**src/rtl/mem_stage_pkg.sv**
```systemverilog
// Shared widths, load-type bit indices, state encoding and bus layouts for the MEM stage.
package mem_stage_pkg;

  localparam int ES_TO_MS_BUS_WD = 105;
  localparam int MS_TO_WS_BUS_WD = 95;
  localparam int STALL_BUS_WD    = 10;
  localparam int FORWARD_BUS_WD  = 33;

  // inst_load bit positions; ld_extd_op reuses LB..LW as a one-hot extension select
  localparam int LD_LB  = 0;
  localparam int LD_LBU = 1;
  localparam int LD_LH  = 2;
  localparam int LD_LHU = 3;
  localparam int LD_LW  = 4;
  localparam int LD_LWL = 5;
  localparam int LD_LWR = 6;

  typedef enum logic [1:0] {
    S_IDLE = 2'd0,
    S_WAIT = 2'd1,
    S_HOLD = 2'd2
  } ms_state_e;

  typedef struct packed {
    logic        store_op;
    logic        bd;
    logic        exc;
    logic [7:0]  exc_type;
    logic        eret_flush;
    logic        cp0_wen;
    logic        res_from_cp0;
    logic [7:0]  cp0_addr;
    logic        res_from_mem;
    logic [6:0]  inst_load;
    logic [4:0]  ld_extd_op;
    logic        gr_we;
    logic [4:0]  dest;
    logic [31:0] alu_result;
    logic [31:0] pc;
  } es_to_ms_t;

  typedef struct packed {
    logic        bd;
    logic        exc;
    logic [7:0]  exc_type;
    logic        eret_flush;
    logic        cp0_wen;
    logic        res_from_cp0;
    logic [7:0]  cp0_addr;
    logic        gr_we;
    logic [3:0]  rf_wstrb;
    logic [4:0]  dest;
    logic [31:0] final_result;
    logic [31:0] pc;
  } ms_to_ws_t;

endpackage

```
**src/rtl/mem_stage_if.sv**
```systemverilog
// Pipeline handshake (ES->MS->WS) and data-SRAM response signals seen by the MEM stage.
interface mem_stage_if;
  import mem_stage_pkg::*;

  logic                       es_to_ms_valid;
  logic [ES_TO_MS_BUS_WD-1:0] es_to_ms_bus;
  logic                       ms_allowin;
  logic                       ms_to_ws_valid;
  logic [MS_TO_WS_BUS_WD-1:0] ms_to_ws_bus;
  logic                       ws_allowin;
  logic                       data_sram_data_ok;
  logic [31:0]                data_sram_rdata;

  modport slave (
    input  es_to_ms_valid, es_to_ms_bus, ws_allowin, data_sram_data_ok, data_sram_rdata,
    output ms_allowin, ms_to_ws_valid, ms_to_ws_bus
  );

  modport master (
    output es_to_ms_valid, es_to_ms_bus, ws_allowin, data_sram_data_ok, data_sram_rdata,
    input  ms_allowin, ms_to_ws_valid, ms_to_ws_bus
  );

endinterface

```
**src/rtl/mem_stage_ld_select.sv**
```systemverilog
// Combinational load-data extraction: byte/half select with extension, lwl/lwr shifts and strobes.
module mem_stage_ld_select
  import mem_stage_pkg::*;
(
  input  logic [6:0]  i_inst_load,
  input  logic [4:0]  i_ld_extd_op,
  input  logic [1:0]  i_addr,
  input  logic [31:0] i_rdata,
  output logic [31:0] o_data,
  output logic [3:0]  o_wstrb
);

  logic [31:0] w_shr;
  logic [15:0] w_half;
  logic        w_plain;

  assign w_shr   = i_rdata >> {i_addr, 3'b000};
  assign w_half  = i_addr[1] ? i_rdata[31:16] : i_rdata[15:0];
  assign w_plain = |i_inst_load[LD_LW:LD_LB];

  always_comb begin
    o_data  = i_rdata;
    o_wstrb = 4'hf;
    // ~addr == 3-addr for a 2-bit address
    if (i_inst_load[LD_LWL]) begin
      o_data  = i_rdata << {~i_addr, 3'b000};
      o_wstrb = 4'hf << ~i_addr;
    end else if (i_inst_load[LD_LWR]) begin
      o_data  = w_shr;
      o_wstrb = 4'hf >> i_addr;
    end else if (w_plain) begin
      if (i_ld_extd_op[LD_LB])       o_data = {{24{w_shr[7]}}, w_shr[7:0]};
      else if (i_ld_extd_op[LD_LBU]) o_data = {24'h0, w_shr[7:0]};
      else if (i_ld_extd_op[LD_LH])  o_data = {{16{w_half[15]}}, w_half};
      else if (i_ld_extd_op[LD_LHU]) o_data = {16'h0, w_half};
      else if (i_ld_extd_op[LD_LW])  o_data = i_rdata;
    end
  end

endmodule

```
**src/rtl/mem_stage.sv**
```systemverilog
// MEM pipeline stage: tracks one data-SRAM transaction per load/store, buffers the response
// until WB accepts, and discards responses that belong to flushed instructions.
module mem_stage
  import mem_stage_pkg::*;
#(
  parameter int CANCEL_W = 2
) (
  input  logic                      clk,
  input  logic                      resetn,
  input  logic                      i_flush,
  mem_stage_if.slave                m_if,
  output logic [STALL_BUS_WD-1:0]   o_stall_ms_bus,
  output logic [FORWARD_BUS_WD-1:0] o_forward_ms_bus,
  output logic [1:0]                o_ms_exc_eret
);

  logic                r_ms_valid;
  es_to_ms_t           r_bus;
  ms_state_e           r_state, w_state_nxt;
  logic [CANCEL_W-1:0] r_cancel_cnt;
  logic [31:0]         r_rdata_buf;

  es_to_ms_t   w_es_bus;
  ms_to_ws_t   w_ws_bus;
  logic        w_resp_ok, w_ready_go, w_allowin, w_accept, w_mem_op_in;
  logic        w_cancel_inc, w_cancel_dec, w_fwd_valid;
  logic [31:0] w_rdata, w_ld_data, w_final;
  logic [3:0]  w_ld_wstrb, w_rf_wstrb;

  assign w_es_bus    = m_if.es_to_ms_bus;
  assign w_mem_op_in = w_es_bus.res_from_mem | w_es_bus.store_op;

  // a response only belongs to the held instruction once all cancelled ones have drained
  assign w_resp_ok   = m_if.data_sram_data_ok && (r_cancel_cnt == '0);
  assign w_ready_go  = (r_state == S_IDLE) || (r_state == S_HOLD) ||
                       ((r_state == S_WAIT) && w_resp_ok);
  assign w_allowin   = !r_ms_valid || (w_ready_go && m_if.ws_allowin);
  assign w_accept    = m_if.es_to_ms_valid && w_allowin && !i_flush;

  assign w_cancel_inc = i_flush && (r_state == S_WAIT) && !w_resp_ok;
  assign w_cancel_dec = m_if.data_sram_data_ok && (r_cancel_cnt != '0);

  always_comb begin
    w_state_nxt = r_state;
    if (i_flush) begin
      w_state_nxt = S_IDLE;
    end else if (w_accept) begin
      w_state_nxt = w_mem_op_in ? S_WAIT : S_IDLE;
    end else begin
      case (r_state)
        S_WAIT:  if (w_resp_ok) w_state_nxt = m_if.ws_allowin ? S_IDLE : S_HOLD;
        S_HOLD:  if (m_if.ws_allowin) w_state_nxt = S_IDLE;
        default: w_state_nxt = r_state;
      endcase
    end
  end

  always_ff @(posedge clk or negedge resetn) begin
    if (!resetn) begin
      r_state      <= S_IDLE;
      r_ms_valid   <= 1'b0;
      r_bus        <= '0;
      r_cancel_cnt <= '0;
      r_rdata_buf  <= '0;
    end else begin
      r_state <= w_state_nxt;
      if (i_flush)        r_ms_valid <= 1'b0;
      else if (w_allowin) r_ms_valid <= m_if.es_to_ms_valid;
      if (w_accept) r_bus <= w_es_bus;
      if ((r_state == S_WAIT) && w_resp_ok && !m_if.ws_allowin) r_rdata_buf <= m_if.data_sram_rdata;
      // flush of a WAIT coinciding with a stale response nets to no change
      if (w_cancel_inc && !w_cancel_dec && (r_cancel_cnt != '1)) r_cancel_cnt <= r_cancel_cnt + 1'b1;
      else if (w_cancel_dec && !w_cancel_inc) r_cancel_cnt <= r_cancel_cnt - 1'b1;
    end
  end

  assign w_rdata = (r_state == S_HOLD) ? r_rdata_buf : m_if.data_sram_rdata;

  mem_stage_ld_select u_ld_select (
    .i_inst_load  (r_bus.inst_load),
    .i_ld_extd_op (r_bus.ld_extd_op),
    .i_addr       (r_bus.alu_result[1:0]),
    .i_rdata      (w_rdata),
    .o_data       (w_ld_data),
    .o_wstrb      (w_ld_wstrb)
  );

  assign w_final    = r_bus.res_from_mem ? w_ld_data : r_bus.alu_result;
  assign w_rf_wstrb = r_bus.res_from_mem ? w_ld_wstrb : 4'hf;

  assign w_ws_bus = '{
    bd:           r_bus.bd,
    exc:          r_bus.exc,
    exc_type:     r_bus.exc_type,
    eret_flush:   r_bus.eret_flush,
    cp0_wen:      r_bus.cp0_wen,
    res_from_cp0: r_bus.res_from_cp0,
    cp0_addr:     r_bus.cp0_addr,
    gr_we:        r_bus.gr_we,
    rf_wstrb:     w_rf_wstrb,
    dest:         r_bus.dest,
    final_result: w_final,
    pc:           r_bus.pc
  };

  assign w_fwd_valid = r_ms_valid && r_bus.gr_we && !r_bus.res_from_cp0 &&
                       (!r_bus.res_from_mem || (w_ready_go && (w_rf_wstrb == 4'hf)));

  assign m_if.ms_allowin     = w_allowin;
  assign m_if.ms_to_ws_valid = r_ms_valid && w_ready_go;
  assign m_if.ms_to_ws_bus   = w_ws_bus;
  assign o_stall_ms_bus      = {{5{r_ms_valid && r_bus.gr_we}}, r_bus.dest};
  assign o_forward_ms_bus    = {w_fwd_valid, w_final};
  assign o_ms_exc_eret       = {r_ms_valid && r_bus.eret_flush, r_ms_valid && r_bus.exc};

endmodule

```
**src/flat_wrapper.sv**
```systemverilog
// flat-port wrapper written by rule: the top's interface ports become plain ports
module mem_stage_flat import mem_stage_pkg::*;
#(
  parameter int CANCEL_W = 2
)
  (clk, resetn, i_flush, o_stall_ms_bus, o_forward_ms_bus, o_ms_exc_eret, m_if_es_to_ms_valid, m_if_es_to_ms_bus, m_if_ws_allowin, m_if_data_sram_data_ok, m_if_data_sram_rdata, m_if_ms_allowin, m_if_ms_to_ws_valid, m_if_ms_to_ws_bus);
  mem_stage_if m_if_i ();
  input  logic clk;
  input  logic resetn;
  input  logic i_flush;
  output logic [STALL_BUS_WD-1:0] o_stall_ms_bus;
  output logic [FORWARD_BUS_WD-1:0] o_forward_ms_bus;
  output logic [1:0] o_ms_exc_eret;
  input wire logic [$bits(m_if_i.es_to_ms_valid)-1:0] m_if_es_to_ms_valid;
  input wire logic [$bits(m_if_i.es_to_ms_bus)-1:0] m_if_es_to_ms_bus;
  input wire logic [$bits(m_if_i.ws_allowin)-1:0] m_if_ws_allowin;
  input wire logic [$bits(m_if_i.data_sram_data_ok)-1:0] m_if_data_sram_data_ok;
  input wire logic [$bits(m_if_i.data_sram_rdata)-1:0] m_if_data_sram_rdata;
  output wire logic [$bits(m_if_i.ms_allowin)-1:0] m_if_ms_allowin;
  output wire logic [$bits(m_if_i.ms_to_ws_valid)-1:0] m_if_ms_to_ws_valid;
  output wire logic [$bits(m_if_i.ms_to_ws_bus)-1:0] m_if_ms_to_ws_bus;
  assign m_if_i.es_to_ms_valid = m_if_es_to_ms_valid;
  assign m_if_i.es_to_ms_bus = m_if_es_to_ms_bus;
  assign m_if_i.ws_allowin = m_if_ws_allowin;
  assign m_if_i.data_sram_data_ok = m_if_data_sram_data_ok;
  assign m_if_i.data_sram_rdata = m_if_data_sram_rdata;
  assign m_if_ms_allowin = m_if_i.ms_allowin;
  assign m_if_ms_to_ws_valid = m_if_i.ms_to_ws_valid;
  assign m_if_ms_to_ws_bus = m_if_i.ms_to_ws_bus;
  mem_stage #(.CANCEL_W(CANCEL_W)) u_core (.clk(clk), .resetn(resetn), .i_flush(i_flush), .m_if(m_if_i), .o_stall_ms_bus(o_stall_ms_bus), .o_forward_ms_bus(o_forward_ms_bus), .o_ms_exc_eret(o_ms_exc_eret));
endmodule
```
**config.mk**
```make
export PLATFORM = sky130hd
export DESIGN_NAME = mem_stage_flat
export DESIGN_NICKNAME = d
export VERILOG_FILES = /design/src/rtl/mem_stage_pkg.sv /design/src/rtl/mem_stage_if.sv /design/src/rtl/mem_stage_ld_select.sv /design/src/rtl/mem_stage.sv /design/src/flat_wrapper.sv
export SDC_FILE = /design/constraint.sdc
export NUM_CORES = 1
export LEC_CHECK = 0
export CORE_UTILIZATION = 48
export DETAILED_ROUTE_END_ITERATION = 6
export PLACE_DENSITY = 0.91
export SLEW_MARGIN = 20
export SYNTH_ARGS = -nofsm -noshare
export SYNTH_HDL_FRONTEND = slang
export SYNTH_HIERARCHICAL = 1
export SYNTH_SLANG_ARGS = --single-unit
```
**constraint.sdc**
```tcl
create_clock -name clk -period 5 [get_ports clk]
set_clock_uncertainty 0.2 [all_clocks]
set_input_delay 0.5 -clock clk [delete_from_list [all_inputs] [get_ports clk]]
set_output_delay 0.5 -clock clk [all_outputs]
set_load 0.005 [all_outputs]
```
* Word level (Yosys, flattened, before mapping)
Cells that the tools add are included.
Storage, ports and cells: flip-flop bits (word level) 140, input port bits 143, logic and storage cells 95
Operators by class: add/subtract/negate cells 2, equal/unequal tests 6, shift operators 4, multiplexer cells 24, bitwise operators 2, reductions and logical operators 39
Operators by type and width (number):
- 32-bit 2-to-1 mux | 9
- 32-bit by 5-bit << shifter with 32-bit output | 1
- 32-bit by 5-bit right shift with 32-bit output | 1
- 1-bit logical AND | 19
- 16-bit 2-to-1 mux | 1
- 2-bit 2-to-1 mux | 7
- 4-bit 2-to-1 mux | 3
- 1-bit zero test | 8
- 2-bit nonzero test | 3
- 5-bit OR reduction | 1
- 4-bit == test, second input constant | 1
- 2-bit zero test | 2
- 1-bit logical OR | 4
- 4-bit by 2-bit inequality test with 1-bit output, second input constant | 1
- 4-bit by 3-bit inequality test with 1-bit output, second input constant | 1
- 2-bit one-hot mux with 2 select lines | 1
- 4-bit nonzero test | 1
- 4-bit by 2-bit << shifter with 4-bit output, first input constant | 1
- 4-bit by 2-bit right shift with 4-bit output, first input constant | 1
- 1-bit 2-to-1 mux | 3
- 3-bit AND reduction | 1
- 2-bit by 1-bit adder with 2-bit output, second input constant | 1
- 2-bit by 1-bit == test with 1-bit output, second input constant | 1
- 2-bit == test, second input constant | 1
- 4 further kinds | 4

* Logic depth before layout (Yosys ltp)
Gate-level depths: netlist (run 1).
word-level depth 11, gate-level depth with buffers 12, depth with buffers taken out 8

* Modules after synthesis
Netlist (run 1), hierarchy kept.
By module, submodules not included:
- mem_stage | instances 1, cells each 516, area each 7143.1 um^2, seq. area each 3528.4 um^2
- mem_stage_ld_select | instances 1, cells each 298, area each 1945.6 um^2, seq. area each 0.0 um^2

* Least setup slack after synthesis (run 1)
OpenSTA, ideal clock, no wires.
path type register to output, start point reg u_core.r_state[0], end point out o_forward_ms_bus[19], arrival 3.144 ns, data required time 4.300 ns, path slack 1.156 ns, cell stages (with the launch flop) 13, path buffers 4, cell sequence dfrtp_1 > inv_1 > ha_1 > clkbuf_1 > buf_1 > mux2_2 > mux4_2 > a22o_4 > buf_6 > a21oi_1 > o21ai_1 > mux2_2 > buf_4
On the way: longest elaborated chain between the ends 10, elaborated cells between the ends (all ways) 13, those cells by class eq/ne: 1; shift: 2; mux: 10
Ends and longest elaborated chain:
- from (decl) | RTL line mem_stage.sv:19 | ms_state_e r_state, w_state_nxt;
- from (signal assigned) | RTL line mem_stage.sv:66 | r_state <= w_state_nxt;
- 2-bit == test * | RTL line mem_stage.sv:77 | assign w_rdata = (r_state == S_HOLD) ? r_rdata_buf : m_if.data_sram_rdata;
- 32-bit 2-to-1 mux * | RTL line mem_stage.sv:77
- net u_core.w_rdata[15] | RTL line mem_stage.sv:27 | logic [31:0] w_rdata, w_ld_data, w_final;
- parallel branches: the longest is 3 deep, another holds 32-bit by 5-bit right shift with 32-bit output
- 32-bit 2-to-1 mux * | RTL line mem_stage_ld_select.sv:32 | if (i_ld_extd_op[LD_LB]) o_data = {{24{w_shr[7]}}, w_shr[7:0]};
- 32-bit 2-to-1 mux * | RTL line mem_stage_ld_select.sv:31 | end else if (w_plain) begin
- 32-bit 2-to-1 mux * | RTL line mem_stage_ld_select.sv:28 | end else if (i_inst_load[LD_LWR]) begin
- 32-bit 2-to-1 mux * | RTL line mem_stage_ld_select.sv:25 | if (i_inst_load[LD_LWL]) begin
- net u_core.w_ld_data[19] | RTL line mem_stage.sv:27
- 32-bit 2-to-1 mux * | RTL line mem_stage.sv:88 | assign w_final = r_bus.res_from_mem ? w_ld_data : r_bus.alu_result;
- to (decl) | RTL line flat_wrapper.sv:12 | output logic [FORWARD_BUS_WD-1:0] o_forward_ms_bus;
Mark *: on every way through the listed nets, which the timed path passes.

* Final worst setup path (run 1)
start point reg u_core.r_state[0], end point out m_if_ms_to_ws_bus[43]
On the way: elaborated cells between the ends (all ways) 13, those cells by class eq/ne: 1; shift: 2; mux: 10
RTL lines:
- 2-bit == test | RTL line mem_stage.sv:77
- 32-bit 2-to-1 mux | RTL line mem_stage.sv:77
- net u_core.w_rdata[31] | RTL line mem_stage.sv:27
- 32-bit by 5-bit right shift with 32-bit output | RTL line mem_stage_ld_select.sv:17 | assign w_shr = i_rdata >> {i_addr, 3'b000};
- 32-bit 2-to-1 mux | RTL line mem_stage_ld_select.sv:32
- 32-bit 2-to-1 mux | RTL line mem_stage_ld_select.sv:31
- 32-bit 2-to-1 mux | RTL line mem_stage_ld_select.sv:28
- 32-bit 2-to-1 mux | RTL line mem_stage_ld_select.sv:25
- net u_core.w_ld_data[11] | RTL line mem_stage.sv:27
- 32-bit 2-to-1 mux | RTL line mem_stage.sv:88
- to (decl) | RTL line flat_wrapper.sv:21 | output wire logic [$bits(m_if_i.ms_to_ws_bus)-1:0] m_if_ms_to_ws_bus;
The timed path passes the listed nets, and every way through them passes these cells.

==> results of run 1 <==
-- critical path, cell delays in order (launching register included) --
cell	delay, ns
dfrtp_1	0.42
inv_1	0.10
ha_1	0.52
mux2_2	0.49
mux4_2	0.57
a221oi_4	0.49
a221oi_1	0.22
mux2_2	0.39
clkdlybuf4s50_1	0.52
-- final cells by class --
type / count / area [um^2]
Multi-Input combinational cell: 506 / 4480
Tap cell: 229 / 287
Clock inverter: 14 / 141
Inverter: 11 / 41.3
Fill cell: 1390 / 6330
Timing Repair Buffer: 301 / 2990
Sequential cell: 140 / 3500
Clock buffer: 18 / 429
-- sequential cells by signal (all words and copies together) (netlist names) --
| signal | count |
|---|---|
| u_core/r_ms_valid | 1 |
| u_core/r_bus | 44 |
| u_core/r_state | 2 |
| u_core/r_rdata_buf | 32 |
| u_core/m_if.ms_to_ws_bus | 59 |
| u_core/r_cancel_cnt | 2 |
-- worst paths after layout --
path,cells past startpoint,slack (ns),to,startpoint
hold reg to reg,1,0.29,u_core/m_if.ms_to_ws_bus[6],u_core/m_if.ms_to_ws_bus[6]
min in group asynchronous,2,0.31,u_core/r_rdata_buf[3],resetn
setup / recovery,8,0.15,m_if_ms_to_ws_bus[43],u_core/r_state[0]
hold / removal,1,0.29,u_core/m_if.ms_to_ws_bus[6],u_core/m_if.ms_to_ws_bus[6]
setup reg to reg,6,1.93,u_core/r_bus[47],u_core/r_state[0]
max in group asynchronous,4,3.08,u_core/r_rdata_buf[21],resetn
-- through the flow --
stage | total power [uW] | instance area [um^2] | utilization | std cells | hold WS [ns]
global placement | 4090 | 11300 | 0.619 | 1185 | 0.263
floorplan | 3200 | 9050 | - | 812 | 0.00441
detailed placement | 4150 | 11300 | 0.619 | 1185 | 0.274
global route | 5680 | 11900 | 0.652 | 1219 | 0.302
finish | 5410 | 11900 | 0.652 | 1219 | 0.287
CTS | 5410 | 11800 | 0.650 | 1217 | 0.0264
-- layout by cell type (no fill, tap or decap), types with 8 or more instances in the layout --
cell,count
mux2_4,30
buf_4,16
a22oi_1,11
clkdlybuf4s50_1,282
mux2_1,49
o21ai_0,51
a311oi_1,8
nor2_1,26
o22ai_1,11
clkbuf_16,17
dfrtp_1,140
mux2i_1,28
nand2_1,14
o21ai_1,13
a21oi_1,37
o2bb2ai_1,16
inv_1,11
mux2_2,126
-- metal layers --
layer	vias to the layer above	part of all wire	global-route usage
met5	-	0	0
met4	0	0.033	0.109
met3	53	0.099	0.0933
met2	384	0.49	0.488
met1	3493	0.38	0.346
li1	3199	-	-
-- report_power, final --
group          switching, uW  internal, uW
clock network            576           666
logic                   1080          1420
registers                216          1450
==> results.cfg, run 1 <==
[layout]
finalNetCount = 1123
area.growth.synth_to_final_pct = 31.2
layout-drive-gt1-share = 0.228
diodes = 0

[pwr]
irDropWorstVdd_v = 0.000333
power_density_nw_per_um2 = 456
p_leak_uw = 0.00481

[die]
fp.dieArea_um2 = 19400
die_w_um = 139
die_h_um = 139
start_util = 0.497
row_count = 49
io_pins = 285
coreArea_um2 = 18200

[global_routing]
overflow = 0
grt_start_max_net_pins = 107
grt.total_usage = 0.290
grt_pass1_wl_mm = 43.2
grt_pass1_vias = 7495
antenna_found_initial = 0

[route]
drt_wl_total_mm = 27.3
num_vias = 7129
post-route-drc-count = 0
drtIter0Drc = 636
ant_nets = 0
via_per_inst = 5.85
post_drt_wl_per_cell_um = 22.4
drt_pass1_iterations = 5

[yosys]
netlist_instances = 812
synth_area_per_cell_um2 = 11.1
syn_nets = 958
ys_warn_count = 6
netlist_area_um2 = 9050

[sta]
worst_slew_margin_rel = 0.260
fmax_mhz = 206
rsz0062_at_grt = no
setup_viol = 0
finalHoldViolCount = 0
tightest_slew_ns = 1.11
setup_tns_ns = 0
period_share = 0.971
layout_setup_ws_ns = 0.147
maxSlewViolCount = 0
layout_min_cycle_time_ns = 4.85

[worst_setup_path]
cp.required_ns = 4.30
endpoint_kind = output port
critPathLaunchType = flop
worstPathArrival_ns = 4.15
cp_max_fo = 11
path_class = flop to output port

[clock_network]
worstSkewPairLatency_ns = 0.43
cts.sinks = 140
path_clk_slew_ns = 0.07
root_buffer = clkbuf_16
cts_resized = 0
tritoncts = yes
htreeDepth = 4
postCtsSetupBuffers = 0
cts_hold_buf = 0
clk_path_buf_depth = 2
numCtsBuffers = 17

[place]
dpl.hpwl_mm = 20.0
io_buffer_count = 283
post-place-ws_ns = 0.682
gp_congestion = 0.978

[outcome]
status = complete, no violations

[min_path]
hp-class = flop to flop

[flow_run]
cap_violations = 0
No activity file was read; power rests on OpenSTA's default activity.
==> run 2: changes to the inputs <==
--- a/config.mk
+++ b/config.mk
@@ -6,5 +6,7 @@
 export NUM_CORES = 1
 export LEC_CHECK = 0
-export CORE_UTILIZATION = 48
+export CELL_PAD_IN_SITES_DETAIL_PLACEMENT = 1
+export CELL_PAD_IN_SITES_GLOBAL_PLACEMENT = 2
+export CORE_UTILIZATION = 30
 export DETAILED_ROUTE_END_ITERATION = 6
 export PLACE_DENSITY = 0.91
==> constraint.sdc (replaced) <==
create_clock -name clk -period 5 [get_ports clk]
set_clock_uncertainty 0.2 [all_clocks]
set_input_delay 1.25 -clock clk [delete_from_list [all_inputs] [get_ports clk]]
set_output_delay 1.25 -clock clk [all_outputs]
set_load 0.005 [all_outputs]
==> run 2 against run 1 <==
Sequential cell count stayed put. Count of clock-buffer cells in the layout is 1 lower. Non-clock buffer count is 74 higher. Sequential share of layout area is 2.7 points lower. Hold slack better by 0.0011 ns. Cell count is 19% higher. Die area is 59% higher. Sequential power hardly changed. Fmax is 2.6% lower. Global-route usage is 8.7 points lower. First-iteration DRC count is 37% lower. Critical endpoint is now o_forward_ms_bus[14]. Largest cell class unchanged. Highest routed layer is now met5.
==> results.cfg, run 2 (same netlist as run 1, synthesis figures left out) <==
[outcome]
status = complete, no violations

[min_path]
hp-class = flop to flop

[clock_network]
numCtsBuffers = 17
cts.sinks = 140
tritoncts = yes
root_buffer = clkbuf_16
clk_path_buf_depth = 2
htreeDepth = 4
cts_hold_buf = 0
path_clk_slew_ns = 0.07
worstSkewPairLatency_ns = 0.44

[pwr]
pwr-share-clk = 0.231
p_int_uw = 3750
pwr-share-comb = 0.478
netSwitchingFraction = 0.358
power_frac_seq = 0.291
power_density_nw_per_um2 = 447
finalPower_uw = 5840
switching_power_uw = 2090
p_leak_uw = 0.00553
irDropWorstVdd_v = 0.000258

[worst_setup_path]
cp.required_ns = 3.55
crit_path_cell_trace = clkdlybuf4s15_1, mux2_4, mux4_2, a221oi_4, buf_4, buf_6, o21ai_2, o2111a_1, mux2_4, buf_6
worstPathArrival_ns = 3.54
crit_family = multiplexers
cp_max_fo = 4
critPathBufInv = 4
cp_slowest_cell = mux4_2
critPathLaunchType = primary input
slowest_delay_ns = 0.59
path_class = primary input to output port
endpoint_kind = output port

[sta]
setup_viol = 0
period_share = 0.997
finalHoldViolCount = 0
layout_min_cycle_time_ns = 4.99
maxSlewViolCount = 0
tightest_slew_ns = 0.822
fmax_mhz = 201
layout_setup_ws_ns = 0.0150
worst_slew_margin_rel = 0.449

[global_routing]
grt_start_max_net_pins = 93
use_met2 = 0.348
use_met1 = 0.240
grt.busiest_layer = met2
met3_usage = 0.0600
overflow = 0
grt.total_usage = 0.203
antenna_found_initial = 4
grt_pass1_wl_mm = 47.9
grt_pass1_vias = 8126

[layout]
final_common_cell = clkdlybuf4s50_1
finalNetCount = 1198
layout-drive-gt1-share = 0.359
largest_register_ff_count = 59
mostFrequentLayoutCells = clkdlybuf4s50_1, dfrtp_1, mux2_2
final_util = 0.441
area.growth.synth_to_final_pct = 44.5

[place]
dpl.hpwl_mm = 22.4
gp_congestion = 0.904
post-place-ws_ns = -0.554
io_buffer_count = 283

[die]
die_h_um = 176
coreArea_um2 = 29600
start_util = 0.305
row_count = 63
fp.dieArea_um2 = 30900
die_w_um = 176
io_pins = 285

[route]
drt_pass1_iterations = 5
drt_wl_total_mm = 31.6
post-route-drc-count = 0
drtIter0Drc = 401
via_per_inst = 5.19
num_vias = 7552
ant_nets = 0
post_drt_wl_per_cell_um = 21.7

[flow_run]
cap_violations = 0
[run 2: cell types whose count changed in the layout (fill, tap and decap cells not counted), sizes merged, moves of 4 or more]
cell           delta
dlygate4sd2      +19
clkdlybuf4s15    +19
inv               -5
buf              +98
dlymetal6s2s      +6
clkdlybuf4s50    -69
clkinv            +4
[run 2: final cells by class]
type | count | area, um^2
fillers | 3183 | 16600
multi-input cells | 507 | 4910
well taps | 390 | 488
flip-flops and latches | 140 | 3510
inverters | 11 | 41.3
repair buffers | 375 | 3510
clock buffers | 17 | 425
clock inverters | 15 | 198
diodes | 1 | 2.50
[run 2: metrics by stage]
step                TNS [ns]  hold WS, ns  instances  cell area [um^2]
floorplan                  0        0.252        812              9050
global placement      -23.87        0.264       1404             11900
detailed placement    -24.48        0.275       1404             11900
CTS                   -0.153        0.290       1451             12900
global route        -0.00959        0.309       1455             13100
finish                     0        0.288       1456             13100
[run 2: power by group through the flow]
stage	Combinational [uW]	Sequential [uW]	Clock, uW
final	2790	1700	1350
after global routing	2960	1750	1430
after global placement	2540	1680	0
after floorplan	1600	1590	0
after CTS	2710	1700	1390
after detailed placement	2590	1700	0
[run 2: per-layer routing]
layer | routed length (um) | vias to the layer above
li1 | - | 3356
met1 | 12600 | 3835
met2 | 15700 | 297
met3 | 2370 | 62
met4 | 881 | 2
met5 | 11 | -
[run 2: path summary, 6_finish.rpt]
| kind | to | depth (start not counted) | slack, ns | startpoint |
|---|---|---|---|---|
| min reg2reg | u_core/m_if.ms_to_ws_bus[11] | 1 | 0.29 | u_core/m_if.ms_to_ws_bus[11] |
| max reg2reg | u_core/m_if.ms_to_ws_bus[15] | 7 | 2.22 | u_core/r_state[1] |
| min | u_core/m_if.ms_to_ws_bus[11] | 1 | 0.29 | u_core/m_if.ms_to_ws_bus[11] |
| min in group asynchronous | u_core/r_rdata_buf[17] | 1 | 0.62 | resetn |
| max | o_forward_ms_bus[14] | 10 | 0.01 | m_if_data_sram_rdata[23] |
| max in group asynchronous | u_core/r_bus[82] | 2 | 3.11 | resetn |
[run 2: what timing repair did]
item / in CTS / in global routing
buffers inserted: 13 / 3
cloned: 2 / 1
resized for setup: 248 / 34
setup endpoints to repair: 64 / 41
pin swaps: 12 / 8
==> run 3: changes to the inputs <==
CORE_ASPECT_RATIO = 1.75   (was default)
GPL_TIMING_DRIVEN = 0   (was default)
==> run 3 against run 2 <==
The flow now finishes with violations (setup timing). Worst setup slack worse by 0.026 ns. Fmax down 0.51%. Hold slack worse by 0.0037 ns. Core utilization rose by 3.5 points. Clock power decreased by 4%. Sequential power decreased by 3%. Via count grew 5.4%. Power is 7.7% higher. Final area grew 7.5%. First-iteration DRC count shrank 29%. Largest cell class unchanged. Largest power group unchanged.
==> results.cfg, run 3 (same netlist as run 1, synthesis figures left out) <==
[outcome]
status = finished with violations
violations = setup timing

[global_routing]
grt_pass1_wl_mm = 53.8
grt.total_usage = 0.235
use_met1 = 0.240
overflow = 0
grt_start_max_net_pins = 86
use_met2 = 0.447
grt_pass1_vias = 8670
antenna_found_initial = 2
met3_usage = 0.0437
grt.busiest_layer = met2

[worst_setup_path]
slowest_delay_ns = 0.44
r2r-start = u_core/r_state[1]
cp_max_fo = 4
crit_path_cell_trace = clkdlybuf4s50_1, mux2_4, mux2i_4, a22oi_2, a21oi_4, o21ai_2, mux2_4, buf_4, clkdlybuf4s50_1
cp.depth = 9
cp_slowest_cell = clkdlybuf4s50_1
critPathLaunchType = primary input
r2r_cells = 7
cp.required_ns = 3.55
crit_family = buffers and inverters
worstPathArrival_ns = 3.56
endpoint_kind = output port
path_class = primary input to output port
cp-startpoint = m_if_data_sram_rdata[3]
critPathBufInv = 3

[sta]
rsz0062_at_grt = yes
fmax_mhz = 200
setup_viol = 1
setup_tns_ns = -0.0107
tightest_slew_ns = 0.987
layout_setup_ws_ns = -0.0107
period_share = 1.00
finalHoldViolCount = 0
layout_min_cycle_time_ns = 5.01
hold_slack_ns = 0.284
worst_slew_margin_rel = 0.342
maxSlewViolCount = 0

[route]
via_per_inst = 5.14
drt_pass1_iterations = 4
post-route-drc-count = 0
drtIter0Drc = 283
ant_nets = 0
post_drt_wl_per_cell_um = 23.1
drt_wl_total_mm = 35.8
num_vias = 7957

[layout]
finalNetCount = 1298
mostFrequentLayoutCells = clkdlybuf4s50_1, dfrtp_1, buf_4
area.growth.synth_to_final_pct = 55.2
instances_no_fill = 1548
layout-drive-gt1-share = 0.414
largest_register_ff_count = 59
final_common_cell = clkdlybuf4s50_1

[die]
die_h_um = 232
coreArea_um2 = 29500
die_w_um = 133
start_util = 0.307
row_count = 83
io_pins = 285
fp.dieArea_um2 = 30900

[clock_network]
cts.sinks = 140
htreeDepth = 4
clk_path_buf_depth = 2
numCtsBuffers = 17
tritoncts = yes
root_buffer = clkbuf_16
path_clk_slew_ns = 0.07
cts_hold_buf = 0
worstSkewPairLatency_ns = 0.45

[pwr]
finalPower_uw = 6290
power_density_nw_per_um2 = 447
p_leak_uw = 0.00600
irDropWorstVdd_v = 0.000289

[place]
io_buffer_count = 283
post-place-ws_ns = -1.05
dpl.cell_count = 1478
gp_congestion = 0.908
dpl.hpwl_mm = 27.0

[min_path]
min_delay_path_depth = 1
hp-class = flop to flop
min_from = u_core/m_if.ms_to_ws_bus[9]

[flow_run]
cap_violations = 0
-- run 3: cell count changes in the layout (fill, tap and decap cells not counted), moves of 7 or more --
cell,before,now
mux2i_4,3,13
a21oi_1,24,17
buf_4,81,138
mux2_4,68,82
buf_2,22,29
mux2_2,88,74
clkbuf_1,0,19
mux2i_1,18,11
-- run 3: area by class of cell --
class	count	area, um^2
sequential	140	3500
antenna	1	2.50
inverter	11	41.3
buffer	149	1060
clock inverter	14	158
clock buffer	18	429
tap	382	478
fill	3205	15400
multi-input combinational	506	5210
timing repair buffer	327	3170
-- run 3: per-stage QoR --
stage	instance area, um^2	util
6_report	14100	0.476
5_1_grt	14100	0.476
4_1_cts	13800	0.468
3_5_place_dp	12400	0.420
3_3_place_gp	12400	0.419
2_1_floorplan	9050	-
-- run 3: repair_timing --
| action | in CTS | in global routing |
|---|---|---|
| hold endpoints to repair | 0 | 0 |
| resized for setup | 299 | 50 |
| buffers inserted | 34 | 8 |
| endpoints found under the setup margin | 64 | 55 |
| cloned | 1 | 0 |
| pin swaps | 27 | 10 |
-- run 3: routing by layer --
metal,routed length [um],part of all wire
met1,12700,0.36
met2,20000,0.56
met3,1260,0.035
met4,1730,0.048
met5,13,0.00036
-- run 3: power by group --
part	internal, uW	switching (uW)
combinational	1890	1450
sequential	1460	197
clock	742	547
total	4090	2200
-- run 3: path summary, 6_finish.rpt --
kind	slack, ns	to
setup / recovery	-0.01	o_forward_ms_bus[3]
hold / removal	0.28	u_core/m_if.ms_to_ws_bus[9]
setup reg to reg	2.10	u_core/m_if.ms_to_ws_bus[12]
hold reg to reg	0.28	u_core/m_if.ms_to_ws_bus[9]
max in group asynchronous	3.25	u_core/r_bus[43]
min in group asynchronous	0.60	u_core/m_if.ms_to_ws_bus[3]
